<file path="config.mk">
export PLATFORM = sky130hd
export DESIGN_NAME = imem_fetch_ctrl
export DESIGN_NICKNAME = d
export VERILOG_FILES = /design/src/rtl/imem_pkg.sv /design/src/rtl/fetch_fifo.sv /design/src/rtl/imem_fetch_ctrl.sv
export SDC_FILE = /design/constraint.sdc
export NUM_CORES = 1
export LEC_CHECK = 0
export ABC_CLOCK_PERIOD_IN_PS = 5400
export CAP_MARGIN = 20
export CORE_MARGIN = 3
export CORE_UTILIZATION = 45
export CTS_CLUSTER_DIAMETER = 60
export DETAILED_ROUTE_END_ITERATION = 7
export PLACE_DENSITY = 0.66
export SYNTH_ARGS = -nofsm -noshare
export SYNTH_HDL_FRONTEND = slang
export SYNTH_SLANG_ARGS = --single-unit
</file>
<file path="constraint.sdc">
create_clock -name clk -period 5.4 [get_ports clk]
set_input_delay 1.08 -clock clk [delete_from_list [all_inputs] [get_ports clk]]
set_output_delay 1.08 -clock clk [all_outputs]
set_load 0.03 [all_outputs]
</file>
<file path="src/rtl/imem_pkg.sv">
// Shared types and defaults for the instruction-fetch sequencer.
// IMEM_LOADER_EN adds the LOAD state used by the IMEM loader.
package imem_pkg;

  localparam int unsigned ImemWidthDef = 32;
  localparam int unsigned ImemDepthDef = 8192;
  localparam logic [31:0] ResetPcDef   = 32'h0000_0000;

  typedef enum logic [1:0] {
    StIdle,
    StRun,
`ifdef IMEM_LOADER_EN
    StDrain,
    StLoad
`else
    StDrain
`endif
  } fetch_state_e;

  typedef struct packed {
    logic [ImemWidthDef-1:0] instr;
    logic [31:0]             pc;
  } fetch_entry_t;

endpackage

</file>
<file path="src/rtl/fetch_fifo.sv">
// Prefetch FIFO of {instr, pc} entries; flush outranks push and pop.
module fetch_fifo
  import imem_pkg::*;
#(
  parameter int unsigned Depth = 4,
  localparam int unsigned PtrW = $clog2(Depth),
  localparam int unsigned CntW = PtrW + 1
) (
  input  logic            clk_i,
  input  logic            rst_ni,
  input  logic            flush_i,
  input  logic            push_i,
  input  fetch_entry_t    data_i,
  input  logic            pop_i,
  output fetch_entry_t    data_o,
  output logic [CntW-1:0] count_o,
  output logic            full_o,
  output logic            empty_o
);

  fetch_entry_t    mem_q [Depth];
  logic [PtrW-1:0] wr_ptr_q, wr_ptr_d;
  logic [PtrW-1:0] rd_ptr_q, rd_ptr_d;
  logic [CntW-1:0] count_q, count_d;
  logic            do_push, do_pop;

  assign do_push = push_i && !flush_i;
  assign do_pop  = pop_i && !flush_i && (count_q != '0);

  always_comb begin
    wr_ptr_d = wr_ptr_q;
    rd_ptr_d = rd_ptr_q;
    count_d  = count_q;
    if (flush_i) begin
      wr_ptr_d = '0;
      rd_ptr_d = '0;
      count_d  = '0;
    end else begin
      if (do_push) wr_ptr_d = wr_ptr_q + 1'b1;
      if (do_pop)  rd_ptr_d = rd_ptr_q + 1'b1;
      if (do_push && !do_pop)      count_d = count_q + 1'b1;
      else if (do_pop && !do_push) count_d = count_q - 1'b1;
    end
  end

  always_ff @(posedge clk_i or negedge rst_ni) begin
    if (!rst_ni) begin
      wr_ptr_q <= '0;
      rd_ptr_q <= '0;
      count_q  <= '0;
    end else begin
      wr_ptr_q <= wr_ptr_d;
      rd_ptr_q <= rd_ptr_d;
      count_q  <= count_d;
    end
  end

  always_ff @(posedge clk_i) begin
    if (do_push) mem_q[wr_ptr_q] <= data_i;
  end

  assign data_o  = mem_q[rd_ptr_q];
  assign count_o = count_q;
  assign empty_o = (count_q == '0);
  assign full_o  = (count_q == CntW'(Depth));

endmodule

</file>
<file path="src/rtl/imem_fetch_ctrl.sv">
// Fetch sequencer: issues IMEM reads, buffers responses, delivers over valid/ready.
// Optional IMEM_LOADER_EN adds a loader write port and the LOAD state.
module imem_fetch_ctrl
  import imem_pkg::*;
#(
  parameter int unsigned  IMEM_WIDTH = ImemWidthDef,
  parameter int unsigned  IMEM_DEPTH = ImemDepthDef,
  parameter int unsigned  FIFO_DEPTH = 4,
  parameter logic [31:0]  RESET_PC   = ResetPcDef,
  localparam int unsigned AW         = $clog2(IMEM_DEPTH)
) (
  input  logic                  clk,
  input  logic                  rst_n,
  input  logic                  fetch_en,
  input  logic                  redirect_valid,
  input  logic [31:0]           redirect_pc,
  output logic                  instr_valid,
  input  logic                  instr_ready,
  output logic [IMEM_WIDTH-1:0] instr_data,
  output logic [31:0]           instr_pc,
  output logic                  imem_req,
  output logic [AW-1:0]         imem_addr,
  input  logic [IMEM_WIDTH-1:0] imem_rdata,
`ifdef IMEM_LOADER_EN
  input  logic                  ld_valid,
  output logic                  ld_ready,
  input  logic [AW-1:0]         ld_addr,
  input  logic [IMEM_WIDTH-1:0] ld_data,
  output logic                  imem_we,
  output logic [IMEM_WIDTH-1:0] imem_wdata,
`endif
  output logic                  busy
);

  localparam int unsigned CntW     = $clog2(FIFO_DEPTH) + 1;
  localparam logic [CntW:0] DepthC = (CntW + 1)'(FIFO_DEPTH);

  fetch_state_e    state_q, state_d;
  logic [31:0]     fetch_pc_q, fetch_pc_d;
  logic [31:0]     req_pc_q;
  logic            inflight_q;
  logic            issue, pop, loading, ld_block, load_exit;
  logic            fifo_push, fifo_pop, fifo_flush, fifo_full, fifo_empty;
  logic [CntW-1:0] fifo_count;
  logic [CntW:0]   occupancy;
  fetch_entry_t    resp_entry, fifo_head, head;
  logic            unused_rpc;

  assign unused_rpc = ^redirect_pc[1:0];

`ifdef IMEM_LOADER_EN
  assign loading    = (state_q == StLoad);
  assign ld_block   = ld_valid;
  assign ld_ready   = loading && !inflight_q;
  assign imem_we    = ld_valid && ld_ready;
  assign imem_wdata = ld_data;
`else
  assign loading    = 1'b0;
  assign ld_block   = 1'b0;
`endif

  assign resp_entry = '{instr: imem_rdata, pc: req_pc_q};

  // A response arriving into an empty FIFO is presented directly to the core.
  assign head        = fifo_empty ? resp_entry : fifo_head;
  assign instr_valid = (!fifo_empty || inflight_q) && !loading;
  assign pop         = instr_valid && instr_ready;
  assign fifo_pop    = pop && !fifo_empty;
  assign fifo_push   = inflight_q && !(fifo_empty && pop);
  assign fifo_flush  = redirect_valid || load_exit;

  assign instr_data = instr_valid ? head.instr : '0;
  assign instr_pc   = instr_valid ? head.pc : '0;
  assign busy       = inflight_q || !fifo_empty;

  // Slots already claimed after this cycle's pop; a pop frees a slot for a same-cycle issue.
  assign occupancy = {1'b0, fifo_count} + {{CntW{1'b0}}, inflight_q} - {{CntW{1'b0}}, pop};

  assign issue = (state_q == StRun) && fetch_en && !redirect_valid && !ld_block &&
                 (occupancy < DepthC) && (!fifo_full || fifo_pop);

  assign imem_req = issue;

  always_comb begin
    imem_addr = '0;
    if (issue) imem_addr = fetch_pc_q[AW+1:2];
`ifdef IMEM_LOADER_EN
    if (imem_we) imem_addr = ld_addr;
`endif
  end

  always_comb begin
    state_d   = state_q;
    load_exit = 1'b0;
    unique case (state_q)
      StIdle:  if (fetch_en) state_d = StRun;
      StRun:   if (!fetch_en) state_d = StDrain;
      StDrain: begin
        if (fetch_en)         state_d = StRun;
        else if (!inflight_q) state_d = StIdle;
      end
`ifdef IMEM_LOADER_EN
      StLoad: begin
        if (!ld_valid && !inflight_q) begin
          load_exit = 1'b1;
          state_d   = fetch_en ? StRun : StIdle;
        end
      end
`endif
      default: state_d = StIdle;
    endcase
`ifdef IMEM_LOADER_EN
    if (ld_valid) state_d = StLoad;
`endif
  end

  always_comb begin
    fetch_pc_d = fetch_pc_q;
    if (redirect_valid) begin
      fetch_pc_d = {redirect_pc[31:2], 2'b00};
    end else if (load_exit) begin
      // Restart from the oldest instruction the core has not yet taken.
      fetch_pc_d = fifo_empty ? fetch_pc_q : fifo_head.pc;
    end else if (issue) begin
      fetch_pc_d = fetch_pc_q + 32'd4;
    end
  end

  always_ff @(posedge clk or negedge rst_n) begin
    if (!rst_n) begin
      state_q    <= StIdle;
      fetch_pc_q <= RESET_PC;
      req_pc_q   <= '0;
      inflight_q <= 1'b0;
    end else begin
      state_q    <= state_d;
      fetch_pc_q <= fetch_pc_d;
      inflight_q <= issue;
      if (issue) req_pc_q <= fetch_pc_q;
    end
  end

  fetch_fifo #(
    .Depth (FIFO_DEPTH)
  ) u_fifo (
    .clk_i   (clk),
    .rst_ni  (rst_n),
    .flush_i (fifo_flush),
    .push_i  (fifo_push),
    .data_i  (resp_entry),
    .pop_i   (fifo_pop),
    .data_o  (fifo_head),
    .count_o (fifo_count),
    .full_o  (fifo_full),
    .empty_o (fifo_empty)
  );

endmodule

</file>
==> results of run 1 <==
## cells in the mapped netlist (13+ instances only)
library cell / count
sky130_fd_sc_hd__nand3_1: 74
sky130_fd_sc_hd__nand2_1: 145
sky130_fd_sc_hd__mux2_1: 26
sky130_fd_sc_hd__nor2_1: 26
sky130_fd_sc_hd__and2_1: 22
sky130_fd_sc_hd__o21ai_0: 25
sky130_fd_sc_hd__buf_2: 13
sky130_fd_sc_hd__mux4_2: 62
sky130_fd_sc_hd__dfrtp_1: 70
sky130_fd_sc_hd__clkbuf_1: 30
sky130_fd_sc_hd__edfxtp_1: 248
## where the power goes
part	switching, uW	internal [uW]	leakage (uW)
clock	900	1350	0.000522
combinational	1830	1230	0.00208
sequential	341	2960	0.00307
## worst reg2reg max path: cells and delay by family, from the launching register on
kind | cells | cell delay (ns)
and+or+nand+nor | 6 | 1.34
buffers and inverters | 2 | 0.50
DFF | 1 | 0.43
muxes | 1 | 0.41
adders and majority gates | 2 | 0.38
AOI/OAI and AO/OA | 1 | 0.13
## registers in the layout (all words and copies together), names as in the netlist
signal,flops
fetch_pc_q,30
inflight_q,1
req_pc_q,30
state_q,2
u_fifo.count_o,3
u_fifo.mem_q,248
u_fifo.rd_ptr_q,2
u_fifo.wr_ptr_q,2
## cells by family after synthesis
group           after synthesis
flops                       318
simple gates                310
buf+inv                      65
xor+xnor                     20
other cells                   1
compound gates               70
fa+ha+maj                     9
mux                          98
## metal layers
metal | track usage | vias up
met5 | 0 | -
li1 | - | 3670
met2 | 0.291 | 222
met1 | 0.260 | 3848
met3 | 0.0322 | 35
met4 | 0.0422 | 0
## path summary, 6_finish.rpt
kind / slack [ns] / start / to
max: 0.72 / instr_ready / imem_addr[0]
min: 0.46 / state_q[1] / state_q[0]
max reg2reg: 2.10 / u_fifo.count_o[0] / req_pc_q[28]
min reg2reg: 0.46 / state_q[1] / state_q[0]
max in group asynchronous: 3.91 / rst_n / u_fifo.rd_ptr_q[0]
min in group asynchronous: 0.76 / rst_n / fetch_pc_q[3]
## through the flow
stage / util / hold WS, ns / cell area [um2] / setup slack (ns) / cells
finish: 0.563 / 0.463 / 16400 / 0.721 / 1438
global route: 0.563 / 0.508 / 16400 / 0.530 / 1438
CTS: 0.563 / 0.463 / 16400 / 0.698 / 1438
detailed placement: 0.526 / 0.460 / 15300 / 0.712 / 1378
global placement: 0.526 / 0.451 / 15300 / 0.760 / 1378
floorplan: - / 0.444 / 13500 / 0.778 / 892
## layout make-up
type / count / area, um2 / share of cell area
multi-input combinational: 509 / 4050 / 0.247
tap: 384 / 480 / 0.0293
clock inverter: 12 / 141 / 0.00864
clock buffer: 48 / 935 / 0.0571
sequential: 318 / 9210 / 0.562
inverter: 10 / 37.5 / 0.00229
timing repair buffer: 157 / 1520 / 0.0931
==> results, run 1 <==
- Clock-pin slew was measured on the worst setup and hold paths at 0.06 ns.
- In the final layout, the share of cells above drive strength 1 is 0.149.
- The fraction of the mapped netlist area in compound gates is 0.0352.
- In the routed design, unresolved DRC markers number 0.
- At the later pin of the worst-skew pair, clock insertion delay measures 0.50 ns.
- The number of max-slew violations in the final report is 0.
- In this run, post-CTS hold repair placed 0 buffers.
- The cell depth of the worst setup path is 11.
- The synthesized netlist cell count is 891.
- The number of rows created at floorplan is 62.
- The area growth from synthesis to layout is 21.3%.
- Before antenna repair, the detailed router went through 4 iterations.
- The area of the die is 32100 um2.
- Counting the buffers created by CTS gives 34.
- The highest layer used for signal routing is met4.
- After detailed routing, the number of vias per cell comes to 5.41.
- The fraction of post-synthesis cell area in the top cell type by area is 0.552.
- The number of hold-slack violations in the final timing report is 0.
- The post-CTS repair timing setup buffer count is 0.
- At the worst endpoint, the required time is 4.32 ns.
- In the final design database the tool counted 1108 nets.
- The worst endpoint data arrival time is 3.60 ns.
- The half-perimeter wire length after placement is 16300 um.
- Across the routed clock network, the largest skew measured is 0.0145 ns.
- The overall track demand over capacity in global routing is 0.181.
- Summed over all layers, the routed wires come to 28100 um.
- The worst setup path is launched from a primary input.
- Port buffering added 144 buffers.
- The met3 wire length is 1720 um.
- The number of gates resized after CTS is 0.
- The count of nets left with antenna violations once routing finished came out at 0.
- Setup repair after global routing left no endpoint under its margin.
- For this run, the register share of the synthesized area comes to 0.682.
- The final RePlAce weighted congestion is 0.788.
- The critical path capture point type is an output port.
- The setup TNS is 0 ns.
- Counting I/O delays and the setup requirement, the final critical path takes 4.68 ns.
- The number of enable flip-flop cells after synthesis is 248.
- The maximum number of pins on one net before global-route repair is 72.
- The die boundary width is 179 um.
- The run finished with clean final reports.
- The wire length on met1 is 12700 um.
- In this run, the number of DRC markers left after iteration 0 of detailed routing was 444.
- Leaving out fill and tap cells, the most frequent cell in the layout is sky130_fd_sc_hd__edfxtp_1.
- TritonCTS built the clock tree.
- The post-synthesis register bit count is 318.
- In this run the static leakage power is 0.00568 uW.
- The cell type with the largest total area after synthesis is sky130_fd_sc_hd__edfxtp_1.
- The portion of synthesized area spent on multiplexers is 0.133.
- The via count of the first global-routing pass was 8056.
- The clock tree synthesis step divided the H-tree into 2 levels.
- The overall die height is 179 um.
- By area, the combinational part of the netlist is dominated by multiplexers.
- The synthesized netlist occupies a cell area of 13500 um2.
- The detailed route wirelength on metal2 is 13300 um.
- The number of antenna violations at the first check in global routing is 0.
- Of the total synthesized cell area, the portion taken by XOR and XNOR cells is 0.0130.
- The initial core utilization is 0.464.
- In this run the power density over the cells is 526 nW/um2.
- The synthesized netlist contains 51 unique library cells.
- Measured against its own limit, the worst slew margin works out to 0.340.
- The tightest min-delay check is of the flip-flop to flip-flop type.
- The worst setup path category is primary input to output port.
- The transition time at the pin with the least slew margin is 0.990 ns.
- The wire length of the first global-routing pass is 45000 um.
- The maximum buffer depth of the clock tree is 3.
- The number of clock sinks is 318.
- After synthesis, the share of flip-flops with an asynchronous set or reset is 0.220.
- The remaining global-route overflow is 0.
- The placeable core area is 29100 um2.
- For this run, the slowest stage of the critical path takes 0.65 ns.
- The post-layout total power is 8610 uW.
- The number of antenna cells inserted is 0.
- Dividing the synthesized area by the synthesized cell count gives 15.1 um2.
- Traced cell by cell, the critical path runs through clkdlybuf4s50_1, and2_1, ha_1, inv_1, ha_1, and3b_1, nor4_4, o21ai_2, nor2_4, and2_1, buf_4.
- The fill cell total of the finished layout is 2338.
- The tree is rooted in a sky130_fd_sc_hd__clkbuf_16.
- The total via count in the routed design is 7775.
- The highest clock frequency the design can meet is 214 MHz.
- The area share of fa/ha/maj cells after synthesis is 0.00890.
- The count of warnings emitted by yosys is 0.
- The critical-path cell with the highest stage delay is sky130_fd_sc_hd__clkdlybuf4s50_1.
- The kind of cell with the highest combined delay along the critical path is simple AND/OR/NAND/NOR gates.
- In the final routed layout, each cell accounts on average for 19.6 um.
- In this run the count of I/O pins placed on the die edge is 149.
- Counting instances, the worst hold path has a depth of 1.
- Max-cap violations in this run came to 0.
- The setup violation total in the final timing report is 0.
- The top cell types in the final layout, fill and taps aside, are 248 x sky130_fd_sc_hd__edfxtp_1, 144 x sky130_fd_sc_hd__nand2_1, 129 x sky130_fd_sc_hd__clkdlybuf4s50_1, 74 x sky130_fd_sc_hd__nand3_1, 67 x sky130_fd_sc_hd__dfrtp_1.
- IR analysis of the VDD net gives a maximum drop of 0.351 mV.
- Ranked by total cell area, the synthesized netlist is headed by sky130_fd_sc_hd__edfxtp_1 55%, sky130_fd_sc_hd__dfrtp_1 13%, sky130_fd_sc_hd__mux4_2 10%.
- Together, buffers and inverters on the worst path number 3.
- The worst reg-to-reg path cell count is 12.
- The critical-path maximum fanout is 15.
- Dividing the final minimum period by the clock period gives 0.867.
- The top flip-flop cell by instance count after synthesis is sky130_fd_sc_hd__edfxtp_1.
- The simple-gate area share of the yosys netlist is 0.107.
(Power assumes the default switching activity.)
==> inputs of run 2 (changes only) <==
--- a/config.mk
+++ b/config.mk
@@ -9,7 +9,6 @@
 export CAP_MARGIN = 20
 export CORE_MARGIN = 3
 export CORE_UTILIZATION = 45
-export CTS_CLUSTER_DIAMETER = 60
 export DETAILED_ROUTE_END_ITERATION = 7
 export PLACE_DENSITY = 0.66
 export SYNTH_ARGS = -nofsm -noshare
==> results, run 2 (same netlist as run 1, synthesis figures left out) <==
- The run finished with clean final reports.
- The number of hold-slack violations in the final timing report is 0.
- The transition time at the pin with the least slew margin is 0.978 ns.
- The critical-path maximum fanout is 15.
- The final clock period utilization by the worst path is 0.867.
- The worst setup path is of the primary input to output port kind.
- In this run the number of H-tree levels came out at 1.
- The power density over the cells is 517 nW/um2.
- The total via count in the routed design is 7774.
- For the worst setup path, the data required time is 4.32 ns.
- In the layout the commonest cells are 248 x sky130_fd_sc_hd__edfxtp_1, 144 x sky130_fd_sc_hd__nand2_1, 129 x sky130_fd_sc_hd__clkdlybuf4s50_1, 74 x sky130_fd_sc_hd__nand3_1, 67 x sky130_fd_sc_hd__dfrtp_1.
- The number of clock sinks is 318.
- The reported leakage power is 0.00563 uW.
- The peak supply drop is 0.349 mV.
- The tree is rooted in a sky130_fd_sc_hd__clkbuf_16.
- The setup violation total in the final timing report is 0.
- Setup repair after global routing left no endpoint under its margin.
- STA classifies the critical path endpoint as an output port.
- The ratio of routed vias to standard cells is 5.41.
- The initial core utilization is 0.464.
- The critical path contains buffers and inverters numbering 3 combined.
- The wire length of the first global-routing pass is 44800 um.
- Buffers inserted during clock tree synthesis total 31.
- In this design, the stage delay of the slowest critical-path cell is 0.65 ns.
- The critical-path cell with the highest stage delay is sky130_fd_sc_hd__clkdlybuf4s50_1.
- The sequential power share is 0.392.
- The final RePlAce weighted congestion is 0.788.
- The total of hold buffers inserted after clock tree synthesis is 0.
- Timing would allow up to 214 MHz.
- The clock period minus final worst setup slack is 4.68 ns.
- The repair_antennas step left the layout with diodes totalling 0.
- In the final routed layout, each cell accounts on average for 19.5 um.
- The DRC violation count after routing is 0.
- At the end of the flow, the number of nets in the layout was 1105.
- The core region is 29100 um2.
- The part of the power in combinational logic is 0.364.
- The routed wire length is 28000 um.
- The commonest non-fill, non-tap cell in the layout is sky130_fd_sc_hd__edfxtp_1.
- In the final layout, the registers with the most flip-flops are u_fifo.mem_q (248), fetch_pc_q (30), req_pc_q (30).
- Traced cell by cell, the critical path runs through clkdlybuf4s50_1, and2_1, ha_1, inv_1, ha_1, and3b_1, nor4_4, o21ai_2, nor2_4, and2_1, buf_4.
- The max-cap check violation count is 0.
- The number of antenna violations at the first check in global routing came to 0.
- The clock slew at the register clock pins of the worst setup and hold paths is 0.07 ns.
- The post-CTS repair timing setup buffer count is 0.
- The overall track demand over capacity in global routing is 0.179.
- Setup slack closes at 0.719 ns.
- The switching part of the total power is 0.361.
- The sort of element at the start of the critical path is a primary input.
- The share of cells above drive strength 1 is 0.146.
- The final setup skew is 0.0189 ns.
- The number of max-slew violations in the final report came to 0.
- In this design, the largest share of critical-path delay is due to simple AND/OR/NAND/NOR gates.
- The count of nets left with antenna violations once routing finished came out at 0.
- The via count of the first global-routing pass came to 8036.
- The post-synthesis to final-layout area growth is 20.5%.
- Summed over all nets, the half-perimeter wirelength after detailed placement is 16300 um.
- Setup total negative slack on the finished layout was measured at 0 ns.
- TritonCTS built the clock tree.
- The type of the most critical hold path is flip-flop to flip-flop.
- For the worst setup path, the data arrival time is 3.60 ns.
- The worst hold path begins at state_q[1].
- The launching instance or port of the critical path is instr_ready.
- The maximum buffer depth of the clock tree is 3.
- Summed over all nets, the switching power comes to 3040 uW.
- Entering global routing, the biggest net connects 72 pins.
- In this run, post-CTS repair resized a total of 0 instances.
- The register with the most flip-flops in the layout has 248 of them.
- The number of rows created at floorplan is 62.
- The startpoint identified for the worst register-to-register timing path is u_fifo.count_o[0].
- Port buffering added 144 buffers.
- The clock network fraction of total power is 0.244.
- Summed over all layers, the global routing overflow is 0.
- For this block, the initial DRC count from the detailed router was 485.
- At the later pin of the worst-skew pair, clock insertion delay measures 0.55 ns.
- The register with the most flip-flops is u_fifo.mem_q.
- Measured against its own limit, the worst slew margin works out to 0.348.
- The first detailed-routing pass took 4 iterations.
- The post-placement setup slack is 0.712 ns.
- For this design the top-level I/O count stands at 149.
- Fill cells in the final layout number 2353.
- The overall die height is 179 um.
- The die boundary width is 179 um.
- The area of the die is 32100 um2.
- The internal portion of the total power is 5370 uW.
==> run 2: changes by cell type in the layout (fill, tap and decap cells not counted) <==
cell                        before  now
sky130_fd_sc_hd__inv_6           2    1
sky130_fd_sc_hd__clkbuf_8        1    2
sky130_fd_sc_hd__clkbuf_16      35   31
sky130_fd_sc_hd__clkinv_2        2    5
sky130_fd_sc_hd__clkinv_1        5    6
sky130_fd_sc_hd__clkinv_4        1    0
sky130_fd_sc_hd__bufinv_16       3    2
==> run 2: worst paths after layout <==
kind | depth (start not counted) | to | slack (ns)
setup / recovery | 11 | imem_addr[0] | 0.72
hold / removal | 1 | state_q[0] | 0.45
setup reg to reg | 12 | req_pc_q[28] | 2.10
hold reg to reg | 1 | state_q[0] | 0.45
max in group asynchronous | 2 | u_fifo.rd_ptr_q[0] | 3.93
min in group asynchronous | 2 | fetch_pc_q[3] | 0.72
==> run 2: worst register-to-register path: stages (launching register included) <==
cell                       delay (ns)
sky130_fd_sc_hd__dfrtp_1         0.43
sky130_fd_sc_hd__nor3_2          0.21
sky130_fd_sc_hd__nand2b_1        0.14
sky130_fd_sc_hd__and2_1          0.19
sky130_fd_sc_hd__ha_1            0.17
sky130_fd_sc_hd__inv_1           0.05
sky130_fd_sc_hd__ha_1            0.21
sky130_fd_sc_hd__and3b_1         0.22
sky130_fd_sc_hd__nor4_4          0.27
sky130_fd_sc_hd__o21ai_2         0.13
sky130_fd_sc_hd__nor2_4          0.28
sky130_fd_sc_hd__buf_4           0.45
sky130_fd_sc_hd__mux2_1          0.41
==> run 2: per-stage QoR <==
step,std cells,total power [uW],area [um2],util,hold slack [ns]
2_1_floorplan,892,5200,13500,-,0.444
3_3_place_gp,1378,6430,15300,0.526,0.451
3_5_place_dp,1378,6450,15300,0.526,0.460
4_1_cts,1436,8500,16300,0.559,0.449
5_1_grt,1436,8850,16300,0.559,0.504
6_report,1436,8400,16300,0.559,0.452
==> run 2: cell type report <==
| type | count | area [um2] | area share |
|---|---|---|---|
| sequential | 318 | 9210 | 0.566 |
| multi-input combinational | 509 | 4050 | 0.249 |
| timing repair buffer | 157 | 1520 | 0.0937 |
| clock buffer | 45 | 848 | 0.0522 |
| tap | 384 | 480 | 0.0296 |
| clock inverter | 13 | 113 | 0.00693 |
| inverter | 10 | 37.5 | 0.00231 |
==> run 2: metal layers <==
metal | track usage | wire length, um | vias to the layer above
li1 | - | - | 3666
met1 | 0.261 | 12700 | 3866
met2 | 0.290 | 13300 | 206
met3 | 0.0275 | 1560 | 36
met4 | 0.0377 | 416 | 0
met5 | 0 | 0 | -
==> run 2: power by group through the flow <==
| stage | Combinational, uW | Sequential [uW] | Clock [uW] |
|---|---|---|---|
| after global placement | 3090 | 3340 | 0 |
| after floorplan | 2060 | 3140 | 0 |
| final | 3060 | 3300 | 2050 |
| after CTS | 3110 | 3300 | 2090 |
| after global routing | 3300 | 3350 | 2200 |
| after detailed placement | 3100 | 3350 | 0 |
